--- config.mk ---
export PLATFORM = sky130hd
export DESIGN_NAME = piso_tx
export DESIGN_NICKNAME = d
export VERILOG_FILES = /design/src/rtl/piso_pkg.sv /design/src/rtl/piso_bit_counter.sv /design/src/rtl/piso_tx.sv
export SDC_FILE = /design/constraint.sdc
export NUM_CORES = 1
export LEC_CHECK = 0
export BUFFER_PORTS_ARGS = -buffer_cell sky130_fd_sc_hd__buf_2
export CAP_MARGIN = 20
export CORE_MARGIN = 5
export CORE_UTILIZATION = 35
export DETAILED_ROUTE_END_ITERATION = 10
export PLACE_DENSITY = 0.58
export SLEW_MARGIN = 0
export SYNTH_ARGS = -nofsm -noshare
export SYNTH_HDL_FRONTEND = slang
export SYNTH_SLANG_ARGS = --single-unit
--- constraint.sdc ---
create_clock -name clk -period 1.2 [get_ports clk]
set_input_delay 0.24 -clock clk [delete_from_list [all_inputs] [get_ports clk]]
set_output_delay 0.24 -clock clk [all_outputs]
set_load 0.02 [all_outputs]
--- src/rtl/piso_pkg.sv ---
// Shared types and helpers for the piso_tx serial transmitter.
package piso_pkg;

  typedef enum logic {
    IDLE  = 1'b0,
    SHIFT = 1'b1
  } state_t;

  // Widest word the parity helper accepts; narrower words are zero-extended.
  localparam int MAX_W = 64;

  function automatic logic even_parity(input logic [MAX_W-1:0] v);
    return ^v;
  endfunction

endpackage

--- src/rtl/piso_bit_counter.sv ---
// Frame bit counter: cleared on load, advances on enable, flags the last bit.
module piso_bit_counter #(
  parameter  int FL = 8,
  localparam int CW = $clog2(FL + 1)
) (
  input  logic          clk,
  input  logic          reset,
  input  logic          load,
  input  logic          enable,
  output logic [CW-1:0] count,
  output logic          last
);

  logic [CW-1:0] r_count;

  always_ff @(posedge clk) begin
    if (reset || load) r_count <= '0;
    else if (enable)   r_count <= r_count + 1'b1;
  end

  assign count = r_count;
  assign last  = (r_count == CW'(FL - 1));

endmodule

--- src/rtl/piso_tx.sv ---
// Parallel-in serial-out transmitter with valid/ready input handshake.
// Define PISO_TX_PARITY_EN to append an even-parity bit after each word.
module piso_tx
  import piso_pkg::*;
#(
  parameter int WIDTH     = 8,
  parameter bit MSB_FIRST = 1'b1
) (
  input  logic             clk,
  input  logic             reset,
  input  logic [WIDTH-1:0] din,
  input  logic             din_valid,
  output logic             din_ready,
  output logic             so,
  output logic             so_valid,
  output logic             busy,
  output logic             done
);

`ifdef PISO_TX_PARITY_EN
  localparam int FL = WIDTH + 1;
`else
  localparam int FL = WIDTH;
`endif
  localparam int CW = $clog2(FL + 1);

  state_t          r_state, w_next;
  logic [FL-1:0]   r_shreg;
  logic [FL-1:0]   w_frame;
  logic [WIDTH-1:0] w_ord;
  logic [CW-1:0]   w_count;
  logic            w_last, w_busy, w_accept;

  assign w_busy    = (r_state == SHIFT);
  assign din_ready = !reset && (!w_busy || w_last);
  assign w_accept  = din_valid && din_ready;

  // Reorder so the first bit to send always sits at the top of the frame.
  always_comb begin
    w_ord = '0;
    for (int i = 0; i < WIDTH; i++)
      w_ord[i] = MSB_FIRST ? din[i] : din[WIDTH-1-i];
  end

`ifdef PISO_TX_PARITY_EN
  assign w_frame = {w_ord, even_parity(MAX_W'(din))};
`else
  assign w_frame = w_ord;
`endif

  always_ff @(posedge clk) begin
    if (reset) r_state <= IDLE;
    else       r_state <= w_next;
  end

  always_comb begin
    w_next = r_state;
    case (r_state)
      IDLE:    if (w_accept) w_next = SHIFT;
      SHIFT:   if (w_last && !w_accept) w_next = IDLE;
      default: w_next = IDLE;
    endcase
  end

  // Zeros shift in from the bottom, so the register drains to 0 by frame end
  // and so reads 0 whenever no frame bit is on the line.
  always_ff @(posedge clk) begin
    if (reset)         r_shreg <= '0;
    else if (w_accept) r_shreg <= w_frame;
    else if (w_busy)   r_shreg <= {r_shreg[FL-2:0], 1'b0};
  end

  piso_bit_counter #(.FL(FL)) u_cnt (
    .clk    (clk),
    .reset  (reset),
    .load   (w_accept || (w_busy && w_last)),
    .enable (w_busy),
    .count  (w_count),
    .last   (w_last)
  );

  always_ff @(posedge clk) begin
    if (!reset) assert (w_count <= CW'(FL - 1));
  end

  assign so       = r_shreg[FL-1];
  assign so_valid = w_busy;
  assign busy     = w_busy;
  assign done     = w_busy && w_last;

endmodule

==> flow_summary.toml, run 1 <==
[outcome]
status = "finished, violations left"
violations = "setup timing"

[detailed_routing]
via_count = 610
met2WireLength_um = 870
drc = 0
ant_nets = 0
highest_layer = "met4"
first_pass_iters = 4
wl_met3_um = 73
drt_iter0_drc = 4
wl_mm = 1.63
routed_wire_length_per_instance_um = 13.7
viasPerCell = 5.13
met1_length_um = 671

[layout]
diodes = 0
area_delta_synth_final_pct = 43.2
final_cell_area_um2 = 966
drive_gt1_share_pct = 53.2
postLayoutCoreUtil_pct = 54.2
finish.net_count = 107

[power]
peakVddDrop_mv = 0.762
leakage_uw = 0.000410
powerDensity_mw_per_mm2 = 990

[worst_setup_path]
path_cells = "ha_4 -> nand3b_1 -> a21oi_4 -> buf_6"
cp-startpoint = "u_cnt.count[1]"
critPathKind = "register to primary output"
cp_max_fo = 3
slowest_delay_ns = 0.36
crit_path_end_kind = "primary output"
start_kind = "register"
cp.arrival_ns = 1.19
critPathRequiredTime_ns = 0.96
critical-path-slowest-cell = "dfxtp_2"
reg2reg_from = "u_cnt.count[1]"

[floorplanning]
coreArea_mm2 = 0.00178
rows = 15
ios = 16
die_x_um = 53.9
start_util_pct = 37.8
dieArea_mm2 = 0.00290
die_h_um = 53.9

[timing]
finalMaxSlewViolations = 0
fin_skew_ns = 0.00447
min_period_ns = 1.43
grt_setup_unrepaired = "yes"
slew-limit-headroom_pct = 72.6
setup_slack_ns = -0.235
fmax_mhz = 697
setup_violations = 12
worst_pin_slew_ns = 0.411
finalCritPeriodShare_pct = 120
final-hold-violation-count = 0

[synth]
synth_top_flop_cell = "dfxtp_1"
netlist_instances = 65
synth_area_per_cell_um2 = 10.4
syn_area_um2 = 674
synth-seq-area-share_pct = 38.6
yosysWarnings = 0
synth-edff-count = 0
async_flop_share_pct = 0
synth_most_common_cell = "dfxtp_1"
yosysUniqueCellTypes = 24
syn_nets = 77
synth.top_cell.area_share_pct = 38.6
netlist_top_cells_area = "dfxtp_1, mux2i_1, o221a_2"
synth_top_cell_by_area = "dfxtp_1"
synth_common_cells = "dfxtp_1, a21oi_1, mux2i_1, o221a_2, nor2_1"
ys_ff_latch = 13

[clocking]
clockBufferDepth = 2
cts-root-buf = "clkbuf_4"
clk_pin_slew_ns = 0.08
numClockSinks = 13
cts_max_level = 1
cts-buffers-inserted = 3
clk_latency_ns = 0.27
cts_tree = "done"
postCtsHoldBufs = 0

[placement]
port_buffers = 15
dpl_cell_area_um2 = 821
gp_congestion = 0.746
post-dp-hpwl_mm = 1.05

[global_routing]
antenna_found_initial = 0
grt_pass1_wl_mm = 2.59
grt_max_degree = 14
grt_pass1_vias = 592
overflow = 0
grt_usage_pct = 12.5

[job]
drv_cap = 0

[worst_hold_path]
holdCritPathClass = "input pin to register"
hp-start = "din[3]"
[kinds of logic after synthesis]
family | count (synthesis) | share of synthesized area, %
AO/OA/AOI/OAI | 22 | 25.6
multiplexers | 8 | 11.9
flip-flops | 13 | 38.6
adder cells (fa/ha/maj) | 1 | 1.85
XOR/XNOR | 2 | 2.60
AND/OR/NAND/NOR | 12 | 11.5
buffers and inverters | 7 | 7.98
[per-layer routing]
layer / track usage (%) / vias up
li1: - / 307
met1: 13.5 / 291
met2: 22.2 / 10
met3: 4.99 / 2
met4: 3.83 / 0
met5: 0 / -
[layout by cell type, fill, tap and decap left out]
| cell type | count |
|---|---|
| o221a_2 | 7 |
| dfxtp_4 | 1 |
| inv_2 | 1 |
| and3b_2 | 1 |
| nor2_1 | 4 |
| a21oi_4 | 1 |
| a211o_1 | 1 |
| buf_6 | 7 |
| nand2_8 | 1 |
| ha_4 | 1 |
| buf_4 | 11 |
| inv_1 | 2 |
| dfxtp_2 | 2 |
| nand3_1 | 1 |
| clkbuf_1 | 1 |
| nor3b_1 | 2 |
| a31oi_4 | 1 |
| o211ai_1 | 1 |
| dfxtp_1 | 10 |
| and4b_4 | 1 |
| mux2i_1 | 8 |
| nand4_1 | 1 |
| clkbuf_4 | 3 |
| o21ai_4 | 1 |
| a21oi_1 | 10 |
| nand3b_1 | 1 |
| buf_2 | 11 |
| xor2_1 | 2 |
[final cells by class]
type,count,area [um2]
fill,171,817
multi-input combinational,45,414
sequential,13,267
timing repair buffer,29,216
tap,25,31.3
clock buffer,4,26.3
inverter,3,11.3
[worst paths after layout]
| kind | end | slack (ns) | depth (start not counted) |
|---|---|---|---|
| max | din_ready | -0.23 | 4 |
| min | r_shreg[3] | 0.23 | 2 |
| min reg2reg | r_shreg[0] | 0.51 | 2 |
| max reg2reg | r_shreg[1] | -0.14 | 6 |
[timing repair]
action,4_1_cts,5_1_grt
setup buffers,5,1
gates resized for setup,13,7
pin swaps,11,3
setup endpoints to repair,12,17
[power by group]
| group | internal [uW] | total, uW | switching (uW) |
|---|---|---|---|
| logic | 108 | 203 | 95.2 |
| registers | 457 | 481 | 23.7 |
| clock network | 129 | 272 | 143 |
[state kept, by name, indices dropped and copies added, names as in the netlist]
name / flops
u_cnt.count: 4
r_shreg: 8
busy: 1
[stage by stage]
stage          cells  power [uW]  hold WS, ns  worst slack (ns)  setup TNS, ns
2_1_floorplan     65         610        0.412           0.00328              0
3_3_place_gp     110         660        0.493           -0.0672         -0.540
3_5_place_dp     110         663        0.497           -0.0756         -0.601
4_1_cts          118         954        0.221            -0.231          -1.63
5_1_grt          119        1020        0.217            -0.305          -2.23
6_report         119         957        0.226            -0.235          -1.63
[critical path: cells and delay by family (launching register included)]
| family | cells | cell delay [ns] |
|---|---|---|
| AO/OA/AOI/OAI | 1 | 0.16 |
| adder cells (fa/ha/maj) | 1 | 0.14 |
| buffers and inverters | 1 | 0.13 |
| flip-flops | 1 | 0.36 |
| AND/OR/NAND/NOR | 1 | 0.14 |
Note: power is estimated with default switching activity, not from simulation.
==> run 2, diff against run 1 <==
--- a/config.mk
+++ b/config.mk
@@ -5,10 +5,12 @@
 export SDC_FILE = /design/constraint.sdc
 export NUM_CORES = 1
 export LEC_CHECK = 0
+export ABC_AREA = 1
 export BUFFER_PORTS_ARGS = -buffer_cell sky130_fd_sc_hd__buf_2
 export CAP_MARGIN = 20
 export CORE_MARGIN = 5
 export CORE_UTILIZATION = 35
+export CTS_CLUSTER_SIZE = 10
 export DETAILED_ROUTE_END_ITERATION = 10
 export PLACE_DENSITY = 0.58
 export SLEW_MARGIN = 0
==> run 2 against run 1 <==
Core utilization fell by 0.86 points; cell count rose by 34%; the flow still finishes with violations (setup timing); critical path type unchanged; via count is 20% higher.
==> flow_summary.toml, run 2 <==
[global_routing]
antenna_found_initial = 0
overflow = 0
grt_max_degree = 12
grt_pass1_vias = 733
grt_usage_pct = 12.5
grt_pass1_wl_mm = 3.06

[synth]
synth_common_cells = "nand2_1, inv_1, dfxtp_1, nand3_1, nand4_1"
synth-edff-count = 0
syn_nets = 113
yosysWarnings = 0
synth.top_cell.area_share_pct = 36.1
synth_most_common_cell = "nand2_1"
synth_top_cell_by_area = "dfxtp_1"
synth-seq-area-share_pct = 36.1
netlist_top_cells_area = "dfxtp_1, nand2_1, inv_1"
synth_top_flop_cell = "dfxtp_1"
ys_ff_latch = 13
synth_area_per_cell_um2 = 7.14
async_flop_share_pct = 0
yosysUniqueCellTypes = 22
syn_area_um2 = 721
netlist_instances = 101

[worst_setup_path]
cp_max_fo = 3
cp.arrival_ns = 1.14
critical-path-slowest-cell = "dfxtp_2"
start_kind = "register"
crit_path_end_kind = "primary output"
critPathRequiredTime_ns = 0.96
crit_buf_inv = 1
critPathKind = "register to primary output"
path_delay_family = "flip-flops"
path_cells = "ha_4 -> nand3_4 -> a21oi_4 -> buf_6"
slowest_delay_ns = 0.36

[timing]
fmax_mhz = 727
finalMaxSlewViolations = 0
worst_pin_slew_ns = 0.285
grt_setup_unrepaired = "yes"
min_period_ns = 1.38
setup_violations = 13
setup_slack_ns = -0.175
fin_skew_ns = 0.00860
slew-limit-headroom_pct = 81.0
finalCritPeriodShare_pct = 115
final-hold-violation-count = 0
tns_ns = -1.28

[power]
leakage_uw = 0.000540
pwr-share-seq_pct = 48.9
powerDensity_mw_per_mm2 = 912
p_int_uw = 679
combPwrFrac_pct = 21.9
power_switching_uw = 275
peakVddDrop_mv = 0.511
switching_share_pct = 28.8
clkPwrFrac_pct = 29.2

[layout]
final_cell_area_mm2 = 0.00105
largest_reg_flops = 8
drive_gt1_share_pct = 43.2
area_delta_synth_final_pct = 45.1
final_common_cell = "nand2_1"
postLayoutCoreUtil_pct = 53.3
mostFrequentLayoutCells = "nand2_1, inv_1, buf_4"
largest-register = "r_shreg"
diodes = 0
finish.net_count = 145

[floorplanning]
coreArea_mm2 = 0.00196
dieArea_mm2 = 0.00307
rows = 16
die_x_um = 55.4
die_h_um = 55.4
ios = 16
start_util_pct = 36.7

[detailed_routing]
via_count = 735
drc = 0
drt_iter0_drc = 11
routed_wire_length_per_instance_um = 11.0
first_pass_iters = 4
viasPerCell = 4.62
ant_nets = 0
wl_mm = 1.75

[clocking]
clockBufferDepth = 2
clk_latency_ns = 0.28
cts_tree = "done"
cts_max_level = 1
numClockSinks = 13
cts-buffers-inserted = 3
cts-root-buf = "clkbuf_4"
clk_pin_slew_ns = 0.09

[placement]
post-dp-hpwl_mm = 1.26
port_buffers = 15
gp_congestion = 0.808
dpl_cell_area_um2 = 890

[outcome]
status = "finished, violations left"
violations = "setup timing"

[worst_hold_path]
holdCritPathClass = "input pin to register"

[job]
drv_cap = 0
==> run 2: stage by stage <==
| stage | instances | setup WS (ns) | total power, uW | hold WS, ns |
|---|---|---|---|---|
| 2_1_floorplan | 101 | 0.0160 | 581 | 0.302 |
| 3_3_place_gp | 148 | -0.0367 | 648 | 0.456 |
| 3_5_place_dp | 148 | -0.0727 | 651 | 0.461 |
| 4_1_cts | 154 | -0.202 | 950 | 0.205 |
| 5_1_grt | 159 | -0.246 | 1010 | 0.225 |
| 6_report | 159 | -0.175 | 954 | 0.213 |
==> run 2: worst register-to-register path, stage by stage (launching register included) <==
cell and delay (ns):
dfxtp_2 0.36, ha_4 0.15, nand3_4 0.08, buf_4 0.15
nand2_4 0.08, nand3_4 0.15, nand2_2 0.10, nand3_1 0.06
nand2_1 0.06, inv_1 0.03
==> run 2: kinds of logic (layout without fill, tap and decap cells) <==
logic type | count (synthesis) | after routing | synth area share (%)
buffers and inverters | 23 | 54 | 13.9
flip-flops | 13 | 13 | 36.1
AND/OR/NAND/NOR | 56 | 56 | 38.9
AO/OA/AOI/OAI | 5 | 5 | 5.56
XOR/XNOR | 2 | 2 | 2.43
adder cells (fa/ha/maj) | 1 | 1 | 1.74
multiplexers | 1 | 1 | 1.39
==> run 2: metal layers <==
layer / up-vias / global-route usage (%) / routed length, um
li1: 376 / - / -
met1: 342 / 13.6 / 723
met2: 15 / 22.6 / 933
met3: 2 / 2.33 / 74
met4: 0 / 6.25 / 15
met5: - / 0 / 0
==> run 2: power groups by stage <==
| stage | Sequential [uW] | Combinational, uW | Clock [uW] |
|---|---|---|---|
| after floorplan | 479 | 102 | 0 |
| after global placement | 479 | 170 | 0 |
| after detailed placement | 479 | 172 | 0 |
| after CTS | 472 | 190 | 288 |
| after global routing | 470 | 229 | 310 |
| final | 466 | 208 | 279 |
==> run 2: area by class of cell <==
class / count / area (um2)
Multi-Input combinational cell: 65 / 414
Fill cell: 213 / 916
Sequential cell: 13 / 267
Tap cell: 27 / 33.8
Clock buffer: 4 / 26.3
Inverter: 19 / 71.3
Timing Repair Buffer: 31 / 234
==> run 2: worst paths after layout <==
check | start | slack (ns) | end | cells past startpoint
worst min-delay path | reset | 0.21 | busy | 2
worst max-delay path | u_cnt.count[0] | -0.18 | din_ready | 4
worst max register to register | u_cnt.count[0] | -0.12 | r_shreg[5] | 9
worst min register to register | r_shreg[0] | 0.48 | r_shreg[0] | 2
==> run 2: what timing repair did <==
action,4_1_cts,5_1_grt
hold endpoints to repair,0,0
endpoints found under the setup margin,15,15
hold buffers,0,0
resized for setup,22,4
buffers inserted,2,5
pin swaps,2,3
==> run 3, diff against run 2 <==
--- a/config.mk
+++ b/config.mk
@@ -13,7 +13,9 @@
 export CTS_CLUSTER_SIZE = 10
 export DETAILED_ROUTE_END_ITERATION = 10
 export PLACE_DENSITY = 0.58
+export SETUP_SLACK_MARGIN = 0.02
 export SLEW_MARGIN = 0
 export SYNTH_ARGS = -nofsm -noshare
 export SYNTH_HDL_FRONTEND = slang
+export SYNTH_HIERARCHICAL = 1
 export SYNTH_SLANG_ARGS = --single-unit
==> run 3 against run 2 <==
The run still ends with setup timing left; design area is 7.1% higher; first-iteration DRC count up 82%; register-to-register slack got worse by 0.12 ns; critical path depth grew 2; sequential cell count unchanged; global-route usage grew 2.5 points; hold slack better by 0.031 ns; non-clock buffer count is the same; count of clock-buffer cells in the layout is the same; combinational power grew 33%; worst setup slack worse by 0.15 ns; largest cell class unchanged; largest power group unchanged.
==> flow_summary.toml, run 3 <==
[worst_setup_path]
critical-path-slowest-cell = "dfxtp_2"
crit_path_end_kind = "primary output"
path_delay_family = "flip-flops"
reg2reg_from = "u_cnt/count[0]"
crit_buf_inv = 2
path_cells = "ha_4 -> nand2_4 -> nor2_4 -> inv_2 -> a21oi_2 -> buf_4"
cp.arrival_ns = 1.28
r2r-end = "r_shreg[6]"
reg2reg_slack_ns = -0.24
critPathKind = "register to primary output"
critPathRequiredTime_ns = 0.96
start_kind = "register"
r2r_cells = 10
slowest_delay_ns = 0.36
cp_max_fo = 2

[timing]
final-hold-violation-count = 0
slew-limit-headroom_pct = 74.0
finalCritPeriodShare_pct = 127
fmax_mhz = 657
fin_skew_ns = 0.00447
setup_violations = 14
worst_pin_slew_ns = 0.390
hold_slack_ns = 0.244
setup_slack_ns = -0.323
finalMaxSlewViolations = 0
grt_setup_unrepaired = "yes"
min_period_ns = 1.52

[synth]
synth.top_cell.area_share_pct = 36.7
synth_most_common_cell = "nand2_1"
netlist_instances = 102
syn_nets = 114
synth-seq-area-share_pct = 36.7
yosysUniqueCellTypes = 19
synth-edff-count = 0
synth_area_per_cell_um2 = 6.96
synth_common_cells = "nand2_1, dfxtp_1, a21oi_1, inv_1, nand3_1"
ys_ff_latch = 13
async_flop_share_pct = 0
synth_top_flop_cell = "dfxtp_1"
yosysWarnings = 6
syn_area_um2 = 709
netlist_top_cells_area = "dfxtp_1, nand2_1, a21oi_1"
synth_top_cell_by_area = "dfxtp_1"

[power]
leakage_uw = 0.000505
peakVddDrop_mv = 0.580
power_uw = 1040
powerDensity_mw_per_mm2 = 931

[layout]
largest_reg_flops = 8
multi_input_area_um2 = 502
finish.net_count = 146
postLayoutCoreUtil_pct = 57.7
final_common_cell = "nand2_1"
area_delta_synth_final_pct = 57.8
mostFrequentLayoutCells = "nand2_1, buf_4, buf_2"
register_area_um2 = 267
diodes = 0
largest-register = "r_shreg"
fillers = 192
final_cell_area_mm2 = 0.00112
drive_gt1_share_pct = 56.4

[job]
drv_cap = 0

[worst_hold_path]
min_delay_worst_endpoint = "r_shreg[0]"
hold_depth = 3
hp-start = "din[0]"
holdCritPathClass = "input pin to register"

[detailed_routing]
drc = 0
wl_mm = 2.02
ant_nets = 0
routed_wire_length_per_instance_um = 12.7
first_pass_iters = 4
via_count = 797
drt_iter0_drc = 20
viasPerCell = 4.98

[floorplanning]
rows = 16
start_util_pct = 36.5
die_x_um = 55.0
coreArea_mm2 = 0.00194
dieArea_mm2 = 0.00303
die_h_um = 55.0
ios = 16

[outcome]
violations = "setup timing"
status = "finished, violations left"

[placement]
port_buffers = 15
dpl_cell_area_um2 = 900
gp_congestion = 0.756
post-dp-hpwl_mm = 1.25

[clocking]
clk_latency_ns = 0.28
cts_tree = "done"
cts-root-buf = "clkbuf_4"
clk_pin_slew_ns = 0.09
numClockSinks = 13
cts-buffers-inserted = 3
clockBufferDepth = 2
cts_max_level = 1

[global_routing]
antenna_found_initial = 0
overflow = 0
grt_pass1_vias = 713
grt_usage_pct = 15.0
grt_max_degree = 10
grt_pass1_wl_mm = 3.18
==> run 3: tightest hold or removal path, delay by kind of cell <==
family | cells | cell delay [ns]
AO/OA/AOI/OAI | 1 | 0.06
AND/OR/NAND/NOR | 1 | 0.10
buffers and inverters | 1 | 0.10
==> run 3: kinds of logic after synthesis <==
group	Yosys count	synth area share (%)
fa+ha+maj	1	1.76
buf+inv	18	13.4
simple gates	57	38.4
compound gates	13	9.70
flops	13	36.7
==> run 3: through the flow <==
| stage | std cells | setup TNS [ns] | worst slack [ns] |
|---|---|---|---|
| global route | 160 | -4.35 | -0.389 |
| global placement | 149 | -1.16 | -0.128 |
| floorplan | 102 | -1.48 | -0.189 |
| detailed placement | 149 | -1.90 | -0.218 |
| CTS | 159 | -2.78 | -0.347 |
| finish | 160 | -3.22 | -0.323 |
==> run 3: how the worst max path moves through the flow <==
| stage | from | endpoint | slack [ns] | cells past startpoint |
|---|---|---|---|---|
| final | u_cnt/count[0] | din_ready | -0.32 | 6 |
| after global routing | u_cnt/count[0] | done | -0.39 | 6 |
| after floorplan | u_cnt/count[1] | u_cnt/count[1] | -0.19 | 11 |
| after global placement | u_cnt/count[1] | u_cnt/count[1] | -0.13 | 10 |
| after CTS | u_cnt/count[0] | din_ready | -0.35 | 6 |
| after detailed placement | u_cnt/count[1] | u_cnt/count[1] | -0.22 | 10 |
==> run 3: report_power, final <==
group	internal (uW)	switching, uW
logic	128	149
registers	458	21.3
clock network	129	158
total	715	328
==> run 3: repair_timing <==
item                       4_1_cts  5_1_grt
setup endpoints to repair       16       16
pin swaps                        7        8
gates cloned                     1        0
gates resized for setup          9       25
buffers inserted                 5        1
hold buffers                     0        0
==> run 3: per-layer routing <==
layer / track usage [%] / wire length, um
met2: 22.8 / 931
met4: 8.10 / 28
met5: 0 / 0
met3: 2.68 / 97
met1: 19.8 / 966
==> run 3: layout make-up <==
cell class | count | share of cell area [%]
Tap cell | 27 | 3.02
Clock buffer | 4 | 2.35
Timing Repair Buffer | 31 | 21.7
Multi-Input combinational cell | 72 | 44.8
Sequential cell | 13 | 23.8
Inverter | 13 | 4.36
